$ cat config.mk
export PLATFORM = sky130hd
export DESIGN_NAME = loader_cmd_sequencer
export DESIGN_NICKNAME = d
export VERILOG_FILES = /design/src/rtl/loader_cmd_sequencer.sv
export SDC_FILE = /design/constraint.sdc
export NUM_CORES = 1
export LEC_CHECK = 0
export ABC_AREA = 0
export CAP_MARGIN = 40
export CORE_UTILIZATION = 37
export CTS_CLUSTER_SIZE = 30
export DETAILED_ROUTE_END_ITERATION = 12
export GPL_ROUTABILITY_DRIVEN = 0
export PLACE_DENSITY = 0.77
export SYNTH_ARGS = -nofsm -noshare
export SYNTH_HDL_FRONTEND = slang
export SYNTH_SLANG_ARGS = --single-unit
$ cat constraint.sdc
create_clock -name clk -period 2.5 [get_ports clk]
set_input_delay 0.5 -clock clk [delete_from_list [all_inputs] [get_ports clk]]
set_output_delay 0.5 -clock clk [all_outputs]
set_load 0.01 [all_outputs]
$ cat src/rtl/loader_cmd_sequencer.sv
// loader_cmd_sequencer: turns FM-write and kernel-refill request streams into
// the loader's sig_1/sig_2/sig_3 command words and closes each request when the
// loader echoes its transaction ID on sig_in (or abandons it after a timeout).
module loader_cmd_sequencer #(
  parameter int TIMEOUT_CYCLES = 1024,
  parameter int FM_ADDR_W      = 19
) (
  input  logic                 clk,
  input  logic                 rst,
  input  logic [31:0]          sig_in,
  input  logic                 fm_req_valid,
  output logic                 fm_req_ready,
  input  logic [15:0]          fm_req_data,
  input  logic [FM_ADDR_W-1:0] fm_req_addr,
  input  logic                 kern_req_valid,
  output logic                 kern_req_ready,
  input  logic                 kern_req_slot,
  output logic [31:0]          sig_1,
  output logic [31:0]          sig_2,
  output logic [31:0]          sig_3,
  output logic                 init_done,
  output logic                 fm_done,
  output logic                 kern_done,
  output logic                 err_timeout
);

  // Counter only has to reach TIMEOUT_CYCLES-1, so clog2 bits are enough.
  localparam int CNT_W = (TIMEOUT_CYCLES > 1) ? $clog2(TIMEOUT_CYCLES) : 1;
  localparam logic [CNT_W-1:0] TIMEOUT_LAST = CNT_W'(TIMEOUT_CYCLES - 1);

  typedef enum logic {TOP_INIT, TOP_RUN} topState_e;
  typedef enum logic {F_IDLE, F_BUSY}    fmState_e;
  typedef enum logic {K_IDLE, K_BUSY}    kState_e;

  topState_e            top_q, top_d;
  fmState_e             fmState_q, fmState_d;
  kState_e              kState_q, kState_d;
  logic [3:0]           fmId_q, fmId_d;
  logic [3:0]           kId_q, kId_d;
  logic [CNT_W-1:0]     fmCnt_q, fmCnt_d;
  logic [CNT_W-1:0]     kCnt_q, kCnt_d;
  logic                 kSlot_q, kSlot_d;
  logic [15:0]          fmData_q, fmData_d;
  logic [FM_ADDR_W-1:0] fmAddr_q, fmAddr_d;
  logic                 fmReady_q, fmReady_d;
  logic                 kReady_q, kReady_d;
  logic                 initDone_q, initDone_d;
  logic                 fmDone_q, fmDone_d;
  logic                 kDone_q, kDone_d;
  logic                 err_q, err_d;

  logic fmAccept, kAccept, fmMatch, kMatch, fmExpire, kExpire;

  // Status bits above the FM echo field carry nothing for this block.
  logic [20:0] sig_unused;
  assign sig_unused = sig_in[31:11];

  // IDs skip 0: the loader's echo idles at 0 and must never look like a match.
  function automatic logic [3:0] nextId(input logic [3:0] id);
    return (id == 4'd15) ? 4'd1 : id + 4'd1;
  endfunction

  assign fmAccept = fm_req_valid && fmReady_q;
  assign kAccept  = kern_req_valid && kReady_q;
  assign fmMatch  = sig_in[1] && (sig_in[10:7] == fmId_q);
  assign kMatch   = sig_in[2] && (sig_in[6:3] == kId_q);
  assign fmExpire = (fmCnt_q == TIMEOUT_LAST);
  assign kExpire  = (kCnt_q == TIMEOUT_LAST);

  // Next-state logic for the top-level init FSM and both request channels.
  always_comb begin
    top_d      = top_q;
    fmState_d  = fmState_q;
    kState_d   = kState_q;
    fmId_d     = fmId_q;
    kId_d      = kId_q;
    fmCnt_d    = fmCnt_q;
    kCnt_d     = kCnt_q;
    kSlot_d    = kSlot_q;
    fmData_d   = fmData_q;
    fmAddr_d   = fmAddr_q;
    initDone_d = initDone_q;
    err_d      = err_q;
    fmDone_d   = 1'b0;
    kDone_d    = 1'b0;

    if ((top_q == TOP_INIT) && sig_in[0]) begin
      top_d      = TOP_RUN;
      initDone_d = 1'b1;
    end

    case (fmState_q)
      F_IDLE: begin
        if (fmAccept) begin
          fmState_d = F_BUSY;
          fmId_d    = nextId(fmId_q);
          fmData_d  = fm_req_data;
          fmAddr_d  = fm_req_addr;
          fmCnt_d   = '0;
        end
      end
      F_BUSY: begin
        if (fmMatch) begin
          fmState_d = F_IDLE;
          fmDone_d  = 1'b1;
        end else if (fmExpire) begin
          fmState_d = F_IDLE;
          err_d     = 1'b1;
        end else begin
          fmCnt_d = fmCnt_q + CNT_W'(1);
        end
      end
      default: fmState_d = F_IDLE;
    endcase

    case (kState_q)
      K_IDLE: begin
        if (kAccept) begin
          kState_d = K_BUSY;
          kId_d    = nextId(kId_q);
          kSlot_d  = kern_req_slot;
          kCnt_d   = '0;
        end
      end
      K_BUSY: begin
        if (kMatch) begin
          kState_d = K_IDLE;
          kDone_d  = 1'b1;
        end else if (kExpire) begin
          kState_d = K_IDLE;
          err_d    = 1'b1;
        end else begin
          kCnt_d = kCnt_q + CNT_W'(1);
        end
      end
      default: kState_d = K_IDLE;
    endcase

    fmReady_d = (top_d == TOP_RUN) && (fmState_d == F_IDLE);
    kReady_d  = (top_d == TOP_RUN) && (kState_d == K_IDLE);
  end

  // State register; reset drops any outstanding request and rewinds the IDs.
  always_ff @(posedge clk or posedge rst) begin
    if (rst) begin
      top_q      <= TOP_INIT;
      fmState_q  <= F_IDLE;
      kState_q   <= K_IDLE;
      fmId_q     <= '0;
      kId_q      <= '0;
      fmCnt_q    <= '0;
      kCnt_q     <= '0;
      kSlot_q    <= 1'b0;
      fmData_q   <= '0;
      fmAddr_q   <= '0;
      fmReady_q  <= 1'b0;
      kReady_q   <= 1'b0;
      initDone_q <= 1'b0;
      fmDone_q   <= 1'b0;
      kDone_q    <= 1'b0;
      err_q      <= 1'b0;
    end else begin
      top_q      <= top_d;
      fmState_q  <= fmState_d;
      kState_q   <= kState_d;
      fmId_q     <= fmId_d;
      kId_q      <= kId_d;
      fmCnt_q    <= fmCnt_d;
      kCnt_q     <= kCnt_d;
      kSlot_q    <= kSlot_d;
      fmData_q   <= fmData_d;
      fmAddr_q   <= fmAddr_d;
      fmReady_q  <= fmReady_d;
      kReady_q   <= kReady_d;
      initDone_q <= initDone_d;
      fmDone_q   <= fmDone_d;
      kDone_q    <= kDone_d;
      err_q      <= err_d;
    end
  end

  // Command word bits are straight flop outputs; the busy states are the request bits.
  assign sig_1 = {20'b0, fmId_q, kId_q, kSlot_q, (kState_q == K_BUSY),
                  (fmState_q == F_BUSY), (top_q == TOP_INIT)};
  assign sig_2          = {16'b0, fmData_q};
  assign sig_3          = 32'(fmAddr_q);
  assign fm_req_ready   = fmReady_q;
  assign kern_req_ready = kReady_q;
  assign init_done      = initDone_q;
  assign fm_done        = fmDone_q;
  assign kern_done      = kDone_q;
  assign err_timeout    = err_q;

endmodule
# Word-level counts from Yosys, hierarchy flattened
# Cells that the tools add are included.
[totals] regBits=73 output_inout_bits=102
[classes] n_addsub=4 eq_ne=12 n_mux=29 bitwise=5 reduce_logical=11
[op_table] operator="2-to-1 mux 10 bit" n=6
[op_table] operator="one-hot mux 10 bit (2 select lines)" n=2
[op_table] operator="adder 10 x 1 -> 10 bit, second input constant" n=2
[op_table] operator="equality test 10 bit, second input constant" n=2
[op_table] operator="2-to-1 mux 1 bit" n=17
[op_table] operator="!= test 2 bit, second input constant" n=6
[op_table] operator="adder 4 x 1 -> 4 bit, second input constant" n=2
[op_table] operator="equality test 4 bit" n=2
[op_table] operator="equality test 4 bit, second input constant" n=2
[op_table] operator="2-to-1 mux 4 bit" n=2
[op_table] operator="logical AND 1 bit" n=7
[op_table] operator="AND reduction 3 bit" n=2
[op_table] operator="inverter 1 bit" n=5
[op_table] operator="one-hot mux 1 bit (2 select lines)" n=2
[op_table] operator="AND reduction 2 bit" n=2

# Logic depth before layout (Yosys ltp)
# Gate-level depths: netlist of run 1.
[logic_depth] word_depth=7 mapped_depth=6 ltp_nobuf=6

# Worst setup path after synthesis of run 1
# No wires, ideal clock.
[synth_timing] kind="input-to-reg" from="input sig_in[5]" to="register kCnt_q[5]" setup_ps=79 arrival_time_ps=1620 path_slack_ps=801 stages=6 n_path_buf=1 path_cell_list="xor2_1 nor3_1 a31o_2 buf_4 nor4_1 mux2i_1"
[synth_between] elab_chain_len=4
[synth_lines] element="from (decl)" line="10" source="input logic [31:0] sig_in,"
[synth_lines] element="equality test 4 bit" line="66" source="assign kMatch = sig_in[2] && (sig_in[6:3] == kId_q);"
[synth_lines] element="logical AND 1 bit" line="66"
[synth_lines] element="!= test 2 bit (no source line)"
[synth_lines] element="AND reduction 3 bit (no source line)"
[synth_lines] element="to (signal assigned)" line="169" source="kCnt_q <= kCnt_d;"
[synth_lines] element="to (decl)" line="41" source="logic [CNT_W-1:0] kCnt_q, kCnt_d;"
# No other way between the ends.
# A chain may end at the register's enable or synchronous reset.

# Worst setup path after layout of run 1
[layout_timing] from="input sig_in[5]" to="register kCnt_q[7]"
# Same word-level chain as after synthesis.

==> flow_metrics.py, run 1 <==
metrics = {
    "outcome": {
        "status": "complete, no violations",
    },
    "synth": {
        "syn_area_per_cell_sq_um": 9.04,
        "postSynthCellCount": 397,
        "synth_area_leaders": "dfrtp_1 (51%), nand2_1 (14%), buf_4 (11%), mux2i_1 (3.1%), nand3_1 (1.5%)",
        "ys_ff_latch": 73,
        "seq_area_frac_synth_pct": 50.9,
        "yosysUniqueCellTypes": 35,
        "async_flop_share_pct": 100,
        "yosys_most_used_dff": "dfrtp_1",
        "synth-edff-count": 0,
        "syn_area_sq_um": 3590,
        "yosys.area.top_type": "dfrtp_1",
        "yosysWarnings": 0,
        "synth_top_cell_area_share_pct": 50.9,
    },
    "worst_setup_path": {
        "critical_path_class": "in -> reg",
        "cp_slowest_cell": "or4_1",
        "cp.arrival_ns": 2.30,
        "cp_num_buf_inv": 1,
        "critPathLaunchType": "primary input",
        "end_kind": "flip-flop",
        "ff2ff_path_depth": 5,
        "path_cells": "clkdlybuf4s50_1, xor2_1, nor3_1, a31o_2, or4_1, a21oi_1",
        "max_stage_delay_ns": 0.52,
        "path_max_fanout": 13,
        "worst_ep_required_time_ns": 2.77,
        "r2r_end": "kCnt_q[7]",
        "rrSetupSlack_ns": 0.59,
        "r2r_start": "kId_q[2]",
        "cp_top_family": "simple AND/OR/NAND/NOR gates",
    },
    "timing": {
        "setup_violations": 0,
        "slew_violations": 0,
        "rsz0062_at_grt": "no",
        "finalCritPeriodShare_pct": 81.2,
        "relSlewSlack_pct": 59.9,
        "post-route-min-period_ns": 2.03,
        "tns_ns": 0,
        "fin_skew_ns": 0.00324,
        "max_freq_ghz": 0.492,
        "hold_violations": 0,
        "tightest_slew_ns": 0.598,
        "whs_ns": 0.457,
    },
    "placement": {
        "hpwl_microns": 5630,
        "post-place-cells": 617,
        "port_buffers": 103,
    },
    "min_path": {
        "min_path_type": "reg -> reg",
        "min_path_cells": 1,
        "hold_start": "init_done",
        "holdPathEnd": "init_done",
    },
    "floorplanning": {
        "fp.dieW_microns": 100,
        "initial_core_util_pct": 38.5,
        "core_area_sq_um": 9330,
        "num_rows": 35,
        "ios": 174,
        "die_h_microns": 100,
        "design.die.area_sq_um": 10100,
    },
    "global_routing": {
        "grt_pass1_vias": 2813,
        "grt_overflow_total": 0,
        "grt_start_max_net_pins": 74,
        "grt_usage_pct": 16.0,
        "grt_antenna_before_repair": 0,
        "grt_pass1_wl_microns": 12700,
    },
    "routing": {
        "wirelength_microns": 7760,
        "vias": 2881,
        "drt_first_pass_iters": 4,
        "ant_nets": 0,
        "route.detailed.drc": 0,
        "wl_per_cell_microns": 12.3,
        "dr.first_iter.drc_count": 83,
        "viasPerCell": 4.55,
    },
    "pwr": {
        "ir_worst_vdd_v": 0.000445,
        "leakage_uw": 0.00228,
        "p_per_area_nw_per_um2": 1070,
    },
    "layout": {
        "diodes": 0,
        "nets": 575,
        "area_delta_synth_final_pct": 33.3,
        "drive_above_1_share_pct": 5.16,
        "final_cells": 633,
    },
    "cts": {
        "cts_hold_buf": 0,
        "postCtsSetupBuffers": 0,
        "clock_latency_ns": 0.34,
        "cts-root-buf": "clkbuf_8",
        "clkSinkCount": 73,
        "h-tree-depth": 3,
        "clkTransAtPathRegs_ns": 0.07,
        "cts_buffers": 9,
        "tritoncts": "built",
        "cts_buffer_depth": 2,
        "ctsResizeCount": 0,
    },
    "run": {
        "drv_cap": 0,
    },
}
==> Yosys cell counts (all sizes together) (6+ instances only) <==
master,count
nand3,11
nor3,6
clkbuf,11
mux2i,11
nand2,135
inv,10
o21ai,11
and3,6
a21oi,10
nor2,10
dfrtp,73
nand4,7
xor2,6
buf,54
==> sequential cells by signal, indices dropped and copies added (netlist names), 4 cells and up <==
name,cells
fmCnt_q,10
kCnt_q,10
fmAddr_q,19
fmData_q,16
kId_q,4
fmId_q,4
==> metrics by stage <==
stage               utilization (%)  instance area [sq um]  worst slack (ns)  power [uW]
CTS                            51.3                   4780             0.512        5160
global placement               49.0                   4570             0.225        4040
global route                   51.3                   4780             0.379        5480
detailed placement             49.0                   4570             0.156        4140
floorplan                         -                   3770             0.147        3170
finish                         51.3                   4780             0.469        5100
==> cells by family after synthesis <==
group / share of synthesized area, %
flip-flops: 50.9
adder cells (fa/ha/maj): 1.40
AO/OA/AOI/OAI: 5.76
buffers and inverters: 13.4
multiplexers: 3.07
AND/OR/NAND/NOR: 22.9
other: 0.105
XOR/XNOR: 2.44
==> where the power goes <==
part,switching (uW),internal (uW),total (uW)
clock network,428,557,985
logic,964,1050,2020
registers,420,1680,2100
==> final cells by class <==
cell class | instances | area [sq um]
clock buffers | 10 | 128
fillers | 882 | 4550
flip-flops and latches | 73 | 1830
clock inverters | 6 | 82.6
well taps | 129 | 161
inverters | 10 | 37.5
multi-input cells | 297 | 1470
repair buffers | 108 | 1080
==> worst max path at each step <==
stage	start	end	slack [ns]	cells after the start
5_1_grt	sig_in[5]	kCnt_q[9]	0.38	6
4_1_cts	sig_in[5]	kCnt_q[7]	0.51	6
3_3_place_gp	sig_in[10]	fmCnt_q[9]	0.22	6
2_1_floorplan	rst	err_timeout	0.15	1
6_report	sig_in[5]	kCnt_q[7]	0.47	6
3_5_place_dp	sig_in[5]	kCnt_q[7]	0.16	6
==> per-layer routing <==
layer / vias to the layer above / wire length [microns] / GRT usage (%) / part of all wire, %
met5: - / 0 / 0 / 0
met4: 0 / 137 / 6.13 / 1.8
met3: 13 / 539 / 5.41 / 6.9
met2: 101 / 3880 / 27.6 / 50
met1: 1364 / 3200 / 18.3 / 41
li1: 1403 / - / - / -
==> layout by cell type, fill, tap and decap left out, types with 3 or more instances in the layout <==
master	netlist	layout
inv_1	10	9
ha_1	4	4
dfrtp_1	73	73
mux2i_1	11	11
and3_1	6	5
xor2_1	6	6
buf_4	53	4
nand2_1	135	135
xnor2_1	4	4
clkbuf_8	0	9
o21ai_0	11	11
nand3_1	11	10
clkinv_2	0	3
a21oi_1	10	10
nand4_1	7	7
nor2_1	10	10
conb_1	1	49
a31oi_1	3	3
nor3_1	5	5
or3_1	4	4
clkdlybuf4s50_1	0	103
or4_1	4	4
Note: power is estimated with default switching activity, not from simulation.
==> run 2: changes to the inputs <==
==> constraint.sdc (replaced) <==
create_clock -name clk -period 1.7 [get_ports clk]
set_input_delay 0.34 -clock clk [delete_from_list [all_inputs] [get_ports clk]]
set_output_delay 0.34 -clock clk [all_outputs]
set_load 0.01 [all_outputs]
==> run 2 against run 1 <==
Net effect: the run now ends with negative setup slack left; sequential share of layout area fell by 3.4 points; register-to-register slack lost 0.57 ns; worst hold slack worse by 0.021 ns; global-route usage up 0.84 points; via count increased by 6.6%.
==> flow_metrics.py, run 2 (synthesis gave the netlist of run 1 again) <==
metrics = {
    "layout": {
        "drive_above_1_share_pct": 15.8,
        "largest_reg_flops": 19,
        "largest-register": "fmAddr_q",
        "area_delta_synth_final_pct": 46.2,
        "largest_registers": "fmAddr_q: 19 flops, fmData_q: 16 flops",
        "nets": 604,
        "final_cell_mix": "nand2_1 (133), clkdlybuf4s50_1 (91), dfrtp_1 (73)",
        "diodes": 0,
        "layout_commonest_cell": "nand2_1",
    },
    "worst_setup_path": {
        "max_stage_delay_ns": 0.51,
        "end_kind": "flip-flop",
        "cp_top_family": "simple AND/OR/NAND/NOR gates",
        "critical_path_class": "in -> reg",
        "critPathLaunchType": "primary input",
        "cp.depth": 6,
        "rrSetupSlack_ns": 0.02,
        "cp_num_buf_inv": 1,
        "cp_slowest_cell": "or4_4",
        "worst_ep_required_time_ns": 1.97,
        "path_cells": "clkdlybuf4s50_1, xor2_1, nor3_2, a31o_4, or4_4, a21oi_2",
        "path_max_fanout": 6,
        "ff2ff_path_depth": 7,
        "cp.arrival_ns": 1.97,
    },
    "global_routing": {
        "grt_overflow_total": 0,
        "grt_pass1_vias": 2921,
        "grt_antenna_before_repair": 0,
        "grt_usage_pct": 16.8,
        "grt_pass1_wl_microns": 13300,
        "grt_start_max_net_pins": 74,
    },
    "routing": {
        "wl_per_cell_microns": 13.1,
        "viasPerCell": 4.64,
        "vias": 3070,
        "wirelength_microns": 8700,
        "route.detailed.drc": 0,
        "dr.first_iter.drc_count": 139,
        "drt_first_pass_iters": 5,
        "ant_nets": 0,
    },
    "floorplanning": {
        "design.die.area_sq_um": 10100,
        "ios": 174,
        "initial_core_util_pct": 38.5,
        "num_rows": 35,
        "fp.dieW_microns": 100,
        "core_area_sq_um": 9330,
        "die_h_microns": 100,
    },
    "timing": {
        "setup_violations": 1,
        "hold_violations": 0,
        "fin_skew_ns": 0.0117,
        "max_freq_ghz": 0.588,
        "rsz0062_at_grt": "yes",
        "tns_ns": -0.000316,
        "post-route-min-period_ns": 1.70,
        "finalCritPeriodShare_pct": 100,
        "slew_violations": 0,
        "layout_setup_ws_ns": -0.000316,
    },
    "cts": {
        "clkTransAtPathRegs_ns": 0.07,
        "h-tree-depth": 3,
        "tritoncts": "built",
        "clock_latency_ns": 0.35,
        "cts_hold_buf": 0,
        "cts-root-buf": "clkbuf_8",
        "cts_buffer_depth": 2,
        "clkSinkCount": 73,
        "cts_buffers": 9,
    },
    "placement": {
        "pre_cts_ws_ns": -0.455,
        "hpwl_microns": 6040,
        "port_buffers": 103,
    },
    "min_path": {
        "min_path_type": "in -> async",
    },
    "outcome": {
        "violations": "negative setup slack",
        "status": "finished, violations left",
    },
    "pwr": {
        "leakage_uw": 0.00254,
        "ir_worst_vdd_v": 0.000790,
        "p_per_area_nw_per_um2": 1580,
        "power.total_uw": 8270,
    },
    "run": {
        "drv_cap": 0,
    },
}
run 2: changes by cell type in the layout (fill, tap and decap cells not counted), sizes merged, moves of 2 or more:
cell and change:
buf +28, clkdlybuf4s50 -12, dlygate4sd2 +8, dlymetal6s2s +4, clkinvlp +2
run 2: cell type report:
type / instances / area [sq um]
Multi-Input combinational cell: 298 / 1650
Fill cell: 819 / 4080
Tap cell: 129 / 161
Clock buffer: 9 / 124
Timing Repair Buffer: 136 / 1330
Clock inverter: 7 / 119
Inverter: 10 / 41.3
Sequential cell: 73 / 1830
run 2: power by group:
part / internal, uW / switching (uW)
registers: 2470 / 572
clock network: 974 / 655
logic: 1880 / 1720
total: 5320 / 2950
run 2: what timing repair did:
item	CTS	global route
pin swaps	5	5
gates resized for setup	12	39
setup endpoints to repair	26	25
gates cloned	0	1
buffers inserted	2	6
run 2: metrics by stage:
stage / cells / instance area [sq um] / util, % / hold WS [ns]
final: 662 / 5250 / 56.2 / 0.436
after global routing: 662 / 5250 / 56.2 / 0.477
after CTS: 656 / 5010 / 53.8 / 0.452
after detailed placement: 638 / 4750 / 50.9 / 0.446
after global placement: 638 / 4750 / 50.9 / 0.440
after floorplan: 445 / 3770 / - / 0.438
run 2: worst paths after layout:
path / to / start
worst max-delay path: fmCnt_q[9] / sig_in[10]
worst min-delay path: fmAddr_q[9] / rst
worst max register to register: fmCnt_q[4] / fmCnt_q[0]
worst min register to register: init_done / init_done
max in group asynchronous: fmData_q[0] / rst
min in group clk: init_done / init_done
run 2: worst min-delay path, stage by stage:
cell,delay (ns)
clkdlybuf4s50_1,0.44
clkinvlp_4,0.09
buf_12,0.32
run 2: metal layers:
metal / routed length (microns) / GRT usage [%]
met5: 0 / 0
met4: 123 / 7.92
met3: 392 / 2.57
met2: 4620 / 29.9
met1: 3560 / 19.9
